<file path="src/rtl/fpu_issue_queue_pkg.sv">
// -----------------------------------------------------------------------------
// fpu_issue_queue_pkg
// Shared definitions for the FPU issue queue: operation encodings, the bit
// positions of the fpu status flags, and the values substituted into the
// result of an illegal operation.
// -----------------------------------------------------------------------------
package fpu_issue_queue_pkg;

    // Operation encodings understood by the fpu; 4..7 are illegal.
    typedef enum logic [2:0] {
        OP_ADD = 3'd0,
        OP_SUB = 3'd1,
        OP_MUL = 3'd2,
        OP_DIV = 3'd3
    } fpu_op_e;

    // Bit positions inside the 8-bit fpu flag vector.
    localparam int unsigned FLAG_SNAN        = 7;
    localparam int unsigned FLAG_QNAN        = 6;
    localparam int unsigned FLAG_INF         = 5;
    localparam int unsigned FLAG_INE         = 4;
    localparam int unsigned FLAG_OVERFLOW    = 3;
    localparam int unsigned FLAG_UNDERFLOW   = 2;
    localparam int unsigned FLAG_DIV_BY_ZERO = 1;
    localparam int unsigned FLAG_ZERO        = 0;

    // Result substituted for an illegal operation: canonical quiet NaN with
    // only the qnan flag raised.
    localparam logic [31:0] QNAN_CONST    = 32'h7FC0_0000;
    localparam logic [7:0]  ILLEGAL_FLAGS = 8'h40;

    // An operation is legal when it is one of the four encodings above.
    function automatic logic op_is_legal(input logic [2:0] op);
        return (op[2] == 1'b0);
    endfunction

endpackage

</file>
<file path="src/rtl/fpu_result_fifo.sv">
// -----------------------------------------------------------------------------
// fpu_result_fifo
// Synchronous FIFO with a registered head. The head register is what the
// consumer sees; the storage array holds the entries behind it. When the FIFO
// is empty a pushed entry goes straight into the head register, so data
// pushed at an edge is visible right after that edge.
//
// Ports
//   clk_i, rst_ni   clock, asynchronous active-low reset
//   push_i          write push_data_i this edge (caller guarantees space)
//   push_data_i     entry to store
//   pop_ready_i     consumer ready; head is popped when valid_o & pop_ready_i
//   valid_o         head register holds a valid entry
//   data_o          head entry (zero after reset)
//   count_o         total entries held, head included
// -----------------------------------------------------------------------------
module fpu_result_fifo #(
    parameter int unsigned DEPTH = 4,
    parameter int unsigned W     = 44,
    parameter int unsigned CNT_W = 3
) (
    input  logic             clk_i,
    input  logic             rst_ni,
    input  logic             push_i,
    input  logic [W-1:0]     push_data_i,
    input  logic             pop_ready_i,
    output logic             valid_o,
    output logic [W-1:0]     data_o,
    output logic [CNT_W-1:0] count_o
);

    localparam int unsigned PTR_W = (DEPTH > 1) ? $clog2(DEPTH) : 1;

    logic [W-1:0]     mem_q [DEPTH];
    logic [PTR_W-1:0] wr_ptr_q, wr_ptr_d;
    logic [PTR_W-1:0] rd_ptr_q, rd_ptr_d;
    logic [CNT_W-1:0] mem_cnt_q, mem_cnt_d;
    logic             head_valid_q, head_valid_d;
    logic [W-1:0]     head_data_q, head_data_d;

    logic pop_s;
    logic load_head_s;
    logic head_from_mem_s;
    logic head_from_push_s;
    logic mem_wr_s;

    function automatic logic [PTR_W-1:0] ptr_inc(input logic [PTR_W-1:0] p);
        if (p == PTR_W'(DEPTH - 1)) begin
            return '0;
        end else begin
            return p + PTR_W'(1);
        end
    endfunction

    // Head refill and storage pointer bookkeeping.
    always_comb begin
        pop_s            = head_valid_q & pop_ready_i;
        load_head_s      = ~head_valid_q | pop_s;
        // The storage array is only non-empty while the head is valid, so an
        // empty array plus a free head means the push can bypass storage.
        head_from_mem_s  = load_head_s & (mem_cnt_q != '0);
        head_from_push_s = load_head_s & (mem_cnt_q == '0) & push_i;
        mem_wr_s         = push_i & ~head_from_push_s;

        head_valid_d = head_valid_q;
        head_data_d  = head_data_q;
        if (head_from_mem_s) begin
            head_valid_d = 1'b1;
            head_data_d  = mem_q[rd_ptr_q];
        end else if (head_from_push_s) begin
            head_valid_d = 1'b1;
            head_data_d  = push_data_i;
        end else if (pop_s) begin
            head_valid_d = 1'b0;
        end else begin
            head_valid_d = head_valid_q;
        end

        wr_ptr_d  = mem_wr_s ? ptr_inc(wr_ptr_q) : wr_ptr_q;
        rd_ptr_d  = head_from_mem_s ? ptr_inc(rd_ptr_q) : rd_ptr_q;
        mem_cnt_d = mem_cnt_q + CNT_W'(mem_wr_s) - CNT_W'(head_from_mem_s);
    end

    // Storage array write port (contents need no reset; pointers gate use).
    always_ff @(posedge clk_i) begin
        if (mem_wr_s) begin
            mem_q[wr_ptr_q] <= push_data_i;
        end
    end

    // Pointer, count and head register state.
    always_ff @(posedge clk_i or negedge rst_ni) begin
        if (!rst_ni) begin
            wr_ptr_q     <= '0;
            rd_ptr_q     <= '0;
            mem_cnt_q    <= '0;
            head_valid_q <= 1'b0;
            head_data_q  <= '0;
        end else begin
            wr_ptr_q     <= wr_ptr_d;
            rd_ptr_q     <= rd_ptr_d;
            mem_cnt_q    <= mem_cnt_d;
            head_valid_q <= head_valid_d;
            head_data_q  <= head_data_d;
        end
    end

    assign valid_o = head_valid_q;
    assign data_o  = head_data_q;
    assign count_o = mem_cnt_q + CNT_W'(head_valid_q);

endmodule

</file>
<file path="src/rtl/fpu_issue_queue.sv">
// -----------------------------------------------------------------------------
// fpu_issue_queue
// Issues single-precision requests to an external fixed-latency fpu and
// returns results in acceptance order through a result FIFO. A credit rule
// (in-flight + buffered < DEPTH) guarantees the FIFO always has room when a
// request completes, so completions never need to stall.
//
// Ports
//   clk_i, rst_ni                       clock, asynchronous active-low reset
//   req_valid_i / req_ready_o           request handshake
//   req_op_i, req_rmode_i               operation (0..3 legal), rounding mode
//   req_opa_i, req_opb_i, req_tag_i     operands and opaque tag
//   fpu_op_o, fpu_rmode_o,
//   fpu_opa_o, fpu_opb_o                registered drive to the fpu
//   fpu_out_i, fpu_flags_i              fpu result, sampled LAT edges after
//                                       the accept edge
//   rsp_valid_o / rsp_ready_i           result handshake
//   rsp_out_o, rsp_flags_o, rsp_tag_o   result, flags and tag (FIFO head)
//   busy_o                              any request in flight or buffered
// -----------------------------------------------------------------------------
module fpu_issue_queue
    import fpu_issue_queue_pkg::*;
#(
    parameter int unsigned LAT   = 4,
    parameter int unsigned DEPTH = 4,
    parameter int unsigned TAG_W = 4
) (
    input  logic             clk_i,
    input  logic             rst_ni,
    input  logic             req_valid_i,
    output logic             req_ready_o,
    input  logic [2:0]       req_op_i,
    input  logic [1:0]       req_rmode_i,
    input  logic [31:0]      req_opa_i,
    input  logic [31:0]      req_opb_i,
    input  logic [TAG_W-1:0] req_tag_i,
    output logic [2:0]       fpu_op_o,
    output logic [1:0]       fpu_rmode_o,
    output logic [31:0]      fpu_opa_o,
    output logic [31:0]      fpu_opb_o,
    input  logic [31:0]      fpu_out_i,
    input  logic [7:0]       fpu_flags_i,
    output logic             rsp_valid_o,
    input  logic             rsp_ready_i,
    output logic [31:0]      rsp_out_o,
    output logic [7:0]       rsp_flags_o,
    output logic [TAG_W-1:0] rsp_tag_o,
    output logic             busy_o
);

    localparam int unsigned ENTRY_W = 40 + TAG_W;
    localparam int unsigned CNT_W   = $clog2(DEPTH + 1);
    localparam int unsigned SUM_W   = $clog2(LAT + DEPTH + 1);

    // Slot pipeline: bit k is the request accepted k edges ago.
    logic [LAT-1:0]            slot_valid_q, slot_valid_d;
    logic [LAT-1:0]            slot_ill_q, slot_ill_d;
    logic [LAT-1:0][TAG_W-1:0] slot_tag_q, slot_tag_d;

    logic [2:0]  fpu_op_q, fpu_op_d;
    logic [1:0]  fpu_rmode_q, fpu_rmode_d;
    logic [31:0] fpu_opa_q, fpu_opa_d;
    logic [31:0] fpu_opb_q, fpu_opb_d;

    logic               accept_s;
    logic               complete_s;
    logic [31:0]        cpl_result_s;
    logic [7:0]         cpl_flags_s;
    logic [ENTRY_W-1:0] push_data_s;
    logic [SUM_W-1:0]   inflight_s;
    logic [SUM_W-1:0]   credit_s;
    logic [CNT_W-1:0]   fifo_count_s;
    logic               fifo_valid_s;
    logic [ENTRY_W-1:0] fifo_head_s;

    assign accept_s   = req_valid_i & req_ready_o;
    assign complete_s = slot_valid_q[LAT-1];

    // Credit count: requests in the slot pipeline plus entries in the FIFO.
    always_comb begin
        inflight_s = '0;
        for (int k = 0; k < LAT; k++) begin
            inflight_s = inflight_s + SUM_W'(slot_valid_q[k]);
        end
        credit_s = inflight_s + SUM_W'(fifo_count_s);
    end

    assign req_ready_o = (credit_s < SUM_W'(DEPTH));
    assign busy_o      = (credit_s != '0);

    // Slot pipeline advance: stage 0 loads on accept, others shift each edge.
    always_comb begin
        slot_valid_d    = slot_valid_q;
        slot_ill_d      = slot_ill_q;
        slot_tag_d      = slot_tag_q;
        slot_valid_d[0] = accept_s;
        slot_ill_d[0]   = ~op_is_legal(req_op_i);
        slot_tag_d[0]   = req_tag_i;
        for (int k = 1; k < LAT; k++) begin
            slot_valid_d[k] = slot_valid_q[k-1];
            slot_ill_d[k]   = slot_ill_q[k-1];
            slot_tag_d[k]   = slot_tag_q[k-1];
        end
    end

    // fpu drive registers: capture on accept, hold otherwise. Illegal ops are
    // sent as an add so the fpu never sees an undefined encoding.
    always_comb begin
        fpu_op_d    = fpu_op_q;
        fpu_rmode_d = fpu_rmode_q;
        fpu_opa_d   = fpu_opa_q;
        fpu_opb_d   = fpu_opb_q;
        if (accept_s) begin
            fpu_op_d    = op_is_legal(req_op_i) ? req_op_i : OP_ADD;
            fpu_rmode_d = req_rmode_i;
            fpu_opa_d   = req_opa_i;
            fpu_opb_d   = req_opb_i;
        end else begin
            fpu_op_d    = fpu_op_q;
        end
    end

    // Completion data: substitute the quiet NaN for illegal operations.
    always_comb begin
        if (slot_ill_q[LAT-1]) begin
            cpl_result_s = QNAN_CONST;
            cpl_flags_s  = ILLEGAL_FLAGS;
        end else begin
            cpl_result_s = fpu_out_i;
            cpl_flags_s  = fpu_flags_i;
        end
    end

    assign push_data_s = {cpl_result_s, cpl_flags_s, slot_tag_q[LAT-1]};

    // Slot pipeline and fpu drive register state.
    always_ff @(posedge clk_i or negedge rst_ni) begin
        if (!rst_ni) begin
            slot_valid_q <= '0;
            slot_ill_q   <= '0;
            slot_tag_q   <= '0;
            fpu_op_q     <= 3'd0;
            fpu_rmode_q  <= 2'd0;
            fpu_opa_q    <= 32'd0;
            fpu_opb_q    <= 32'd0;
        end else begin
            slot_valid_q <= slot_valid_d;
            slot_ill_q   <= slot_ill_d;
            slot_tag_q   <= slot_tag_d;
            fpu_op_q     <= fpu_op_d;
            fpu_rmode_q  <= fpu_rmode_d;
            fpu_opa_q    <= fpu_opa_d;
            fpu_opb_q    <= fpu_opb_d;
        end
    end

    fpu_result_fifo #(
        .DEPTH (DEPTH),
        .W     (ENTRY_W),
        .CNT_W (CNT_W)
    ) u_result_fifo (
        .clk_i       (clk_i),
        .rst_ni      (rst_ni),
        .push_i      (complete_s),
        .push_data_i (push_data_s),
        .pop_ready_i (rsp_ready_i),
        .valid_o     (fifo_valid_s),
        .data_o      (fifo_head_s),
        .count_o     (fifo_count_s)
    );

    assign fpu_op_o    = fpu_op_q;
    assign fpu_rmode_o = fpu_rmode_q;
    assign fpu_opa_o   = fpu_opa_q;
    assign fpu_opb_o   = fpu_opb_q;
    assign rsp_valid_o = fifo_valid_s;
    assign rsp_out_o   = fifo_head_s[ENTRY_W-1 -: 32];
    assign rsp_flags_o = fifo_head_s[TAG_W+7 : TAG_W];
    assign rsp_tag_o   = fifo_head_s[TAG_W-1:0];

endmodule

</file>
<file path="config.mk">
export PLATFORM = sky130hd
export DESIGN_NAME = fpu_issue_queue
export DESIGN_NICKNAME = d
export VERILOG_FILES = /design/src/rtl/fpu_issue_queue_pkg.sv /design/src/rtl/fpu_result_fifo.sv /design/src/rtl/fpu_issue_queue.sv
export SDC_FILE = /design/constraint.sdc
export NUM_CORES = 1
export LEC_CHECK = 0
export ABC_AREA = 1
export BUFFER_PORTS_ARGS = -buffer_cell sky130_fd_sc_hd__buf_2
export CORE_ASPECT_RATIO = 2
export CORE_UTILIZATION = 50
export DETAILED_ROUTE_END_ITERATION = 8
export PLACE_DENSITY = 0.73
export SETUP_SLACK_MARGIN = 0.3
export SYNTH_ARGS = -nofsm -noshare
export SYNTH_HDL_FRONTEND = slang
export SYNTH_SLANG_ARGS = --single-unit
</file>
<file path="constraint.sdc">
create_clock -name clk_i -period 3.4 [get_ports clk_i]
set_input_delay 0.34 -clock clk_i [delete_from_list [all_inputs] [get_ports clk_i]]
set_output_delay 0.34 -clock clk_i [all_outputs]
set_load 0.05 [all_outputs]
</file>
==> reports/metrics.csv <==
stage,metric,value,unit
run_status,run_status,"complete, no violations",
power_and_ir_drop,worst_ir_drop_vdd,0.928,mV
critical_path,worst-endpoint-arrival,2740,ps
power_and_ir_drop,totalPowerFinal,0.0165,W
clocking,tritoncts_clock_tree,done,
synthesis,synthesis_warning_total,0,
timing,setup_tns,0,ps
synthesis,mappedNetlistArea,13100,sq um
critical_path,timing_worst_setup_path_type,flip-flop to primary output,
detailed_routing,route.vias.total,9190,
detailed_routing,drtPass1Iterations,5,
finish,layout.area.seq,8890,sq um
floorplan,fp.coreArea,25700,sq um
clocking,clkTransAtPathRegs,70,ps
floorplan,initial_core_util,50.9,%
synthesis,synth_cell_type_count,24,
detailed_routing,drtIter0Drc,437,
critical_path,critical_path.max_fanout,2,
finish,multi_input_area,3330,sq um
synthesis,synthCells,1284,
detailed_routing,avgViaCountPerCell,4.93,
detailed_routing,detail_route.drc_violations,0,
timing,skew,12.4,ps
floorplan,die-width,116,um
floorplan,die_area,26800,sq um
clocking,cts_sinks,320,
timing,clock.fmax,325,MHz
finish,filler_cell_count,2147,
global_routing,grt-ovfl-total,0,
critical_path,cp-start-kind,flip-flop,
synthesis,ys_seq_area_share,68.1,%
synthesis,synth_seq_cells,320,
placed_design,dpl.cell_count,1806,
global_routing,grt_usage,21.8,%
critical_path,end_kind,primary output,
timing,final.min_clock_period,3080,ps
finish,synthToLayoutAreaGrowth,19.0,%
power_and_ir_drop,static-leakage-power,7.54,nW
finish,final_layout_size_suffix_gt1_share,20.6,%
clocking,cts-root-to-sink-buffers,3,
global_routing,grt_start_max_net_pins,91,
placed_design,detailedPlacementHpwl,17200,um
placed_design,placement.io_buffers,231,
global_routing,grt_first_pass_wirelength,44800,um
floorplan,die_h,230,um
detailed_routing,wire_per_inst,15.1,um
min_path,timing.hold.worst.class,input port to flip-flop,
finish,diodes,0,
global_routing,initial_antenna_violation_count,1,
detailed_routing,routed_wl,28200,um
timing,rsz0062_at_grt,true,
detailed_routing,ant_nets,0,
timing,slew_viol_final,0,
clocking,cts_buffers,26,
floorplan,rows,83,
finish,num-nets-final,1634,
flow_run,max-cap-violations,0,
global_routing,first_global_vias,9174,
placed_design,place.gp.congestion,0.803,
synthesis,synth_nets,1415,
synthesis,syn_avg_cell_area,10.2,sq um
clocking,ctsHtreeMaxLevel,1,
timing,worst_pin_slew,1020,ps
clocking,cts_root_buffer,sky130_fd_sc_hd__clkbuf_16,
finish,stdcell_count,1863,
timing,timing.slew.headroom,32.1,%
finish,finish.utilization,60.5,%
timing,period_utilisation_layout,90.6,%
critical_path,timing.critical_path.required,3060,ps
floorplan,io-pin-count,233,
clocking,insertion_delay,540,ps
timing,timing_hold_violations_final,0,
timing,report.final.setup_viol,0,
power_and_ir_drop,power_per_cell_area,1060,nW/um^2
==> repair_timing <==
action	CTS	global route
hold buffers	6	0
gates resized for setup	8	2
pin swaps	3	4
hold endpoints to repair	54	0
setup endpoints to repair	2	2
buffers inserted	1	2
==> cells by family (layout without fill, tap and decap cells) <==
| kind of cell | count (synthesis) | after routing | synth area share (%) |
|---|---|---|---|
| XOR/XNOR | 2 | 2 | 0.134 |
| AND/OR/NAND/NOR | 670 | 670 | 20.7 |
| adder cells (fa/ha/maj) | 14 | 14 | 1.57 |
| buffers and inverters | 206 | 445 | 6.73 |
| AO/OA/AOI/OAI | 71 | 71 | 2.72 |
| flip-flops | 320 | 320 | 68.1 |
| other | 1 | 1 | 0.0287 |
==> final timing paths <==
kind                                  end  cells after the start             from  slack, ps
max in group asynchronous   slot_tag_d[4]                      3           rst_ni       2280
min reg2reg                slot_tag_d[13]                      0    slot_tag_d[9]        340
min                          fpu_opb_o[4]                      3     req_opb_i[4]         20
max                                busy_o                     12  slot_valid_q[3]        320
max reg2reg                 fpu_opa_o[13]                     14  slot_valid_q[3]        650
min in group asynchronous    fpu_opb_o[3]                      2           rst_ni        300
==> area by class of cell <==
| cell class | instances | share of cell area (%) |
|---|---|---|
| clock buffers | 35 | 4.95 |
| clock inverters | 13 | 0.927 |
| inverters | 141 | 3.41 |
| multi-input cells | 758 | 21.5 |
| flip-flops and latches | 320 | 57.3 |
| well taps | 340 | 2.74 |
| repair buffers | 256 | 9.25 |
==> cells in the mapped netlist <==
cell type	count	area share (%)
sky130_fd_sc_hd__buf_2	29	1.1
sky130_fd_sc_hd__dfrtp_1	144	28
sky130_fd_sc_hd__clkbuf_2	1	0.038
sky130_fd_sc_hd__nand2_2	3	0.14
sky130_fd_sc_hd__clkbuf_1	19	0.55
sky130_fd_sc_hd__xor2_1	1	0.067
sky130_fd_sc_hd__conb_1	1	0.029
sky130_fd_sc_hd__nand3b_1	1	0.058
sky130_fd_sc_hd__edfxtp_1	176	40
sky130_fd_sc_hd__xnor2_1	1	0.067
sky130_fd_sc_hd__ha_1	10	0.96
sky130_fd_sc_hd__inv_1	137	3.9
sky130_fd_sc_hd__inv_2	4	0.11
sky130_fd_sc_hd__buf_1	5	0.14
sky130_fd_sc_hd__fa_1	4	0.61
sky130_fd_sc_hd__buf_4	4	0.23
sky130_fd_sc_hd__o21ai_1	30	1.2
sky130_fd_sc_hd__nor2_1	17	0.49
sky130_fd_sc_hd__nand3_1	135	5.2
sky130_fd_sc_hd__buf_6	7	0.60
sky130_fd_sc_hd__nor2_2	1	0.048
sky130_fd_sc_hd__nand3_2	1	0.077
sky130_fd_sc_hd__o21ai_0	41	1.6
sky130_fd_sc_hd__nand2_1	512	15
==> layout by cell type, fill, tap and decap left out, types with 4 or more instances in the layout <==
master                            n
sky130_fd_sc_hd__clkinv_2         5
sky130_fd_sc_hd__clkbuf_16       29
sky130_fd_sc_hd__nand3_1        134
sky130_fd_sc_hd__ha_1            10
sky130_fd_sc_hd__dlygate4sd3_1    6
sky130_fd_sc_hd__dfrtp_1        142
sky130_fd_sc_hd__buf_4           14
sky130_fd_sc_hd__inv_2            8
sky130_fd_sc_hd__o21ai_1         30
sky130_fd_sc_hd__nor2_1          13
sky130_fd_sc_hd__edfxtp_1       176
sky130_fd_sc_hd__nand2_1        512
sky130_fd_sc_hd__inv_1          133
sky130_fd_sc_hd__clkbuf_1         4
sky130_fd_sc_hd__nor2_4           4
sky130_fd_sc_hd__buf_12           5
sky130_fd_sc_hd__o21ai_0         41
sky130_fd_sc_hd__buf_2          228
==> state kept, by name (all words and copies together), names as in the netlist, 2 cells and up <==
signal	cells
u_result_fifo.wr_ptr_q	2
u_result_fifo.mem_cnt_q	3
slot_valid_q	4
u_result_fifo.mem_q	176
u_result_fifo.data_o	44
fpu_op_o	2
fpu_rmode_o	2
push_data_s	4
u_result_fifo.rd_ptr_q	2
slot_ill_q	4
slot_tag_d	12
fpu_opb_o	32
fpu_opa_o	32
==> per-stage QoR <==
stage	area [sq um]	hold WS, ps	worst slack [ps]
2_1_floorplan	13100	44.4	3.60
3_3_place_gp	14500	327	741
3_5_place_dp	14500	330	668
4_1_cts	15500	2.19	304
5_1_grt	15500	17.8	173
6_report	15500	21.1	319
==> power breakdown <==
part           internal, W  switching (W)  leakage [nW]
clock              0.00182        0.00136         0.452
sequential         0.00525       0.000484          3.35
combinational      0.00189        0.00565          3.73
==> critical path, stage by stage, from the launching register on <==
cell and delay, ps:
sky130_fd_sc_hd__dfrtp_1 360, sky130_fd_sc_hd__inv_2 60, sky130_fd_sc_hd__fa_1 540, sky130_fd_sc_hd__inv_2 40, sky130_fd_sc_hd__fa_2 360, sky130_fd_sc_hd__inv_2 70, sky130_fd_sc_hd__fa_2 190, sky130_fd_sc_hd__inv_1 50
sky130_fd_sc_hd__nand3_2 100, sky130_fd_sc_hd__nand2_1 70, sky130_fd_sc_hd__inv_2 60, sky130_fd_sc_hd__nand3b_1 120, sky130_fd_sc_hd__buf_6 180
==> routing by layer <==
layer | part of all wire, % | vias up | GRT usage (%)
met3 | 6.6 | 57 | 4.52
met5 | 0.046 | - | 0
li1 | - | 4524 | -
met2 | 53 | 314 | 40.2
met1 | 38 | 4293 | 23.7
met4 | 3.1 | 2 | 8.57
Power figures use the tool's default switching activity.
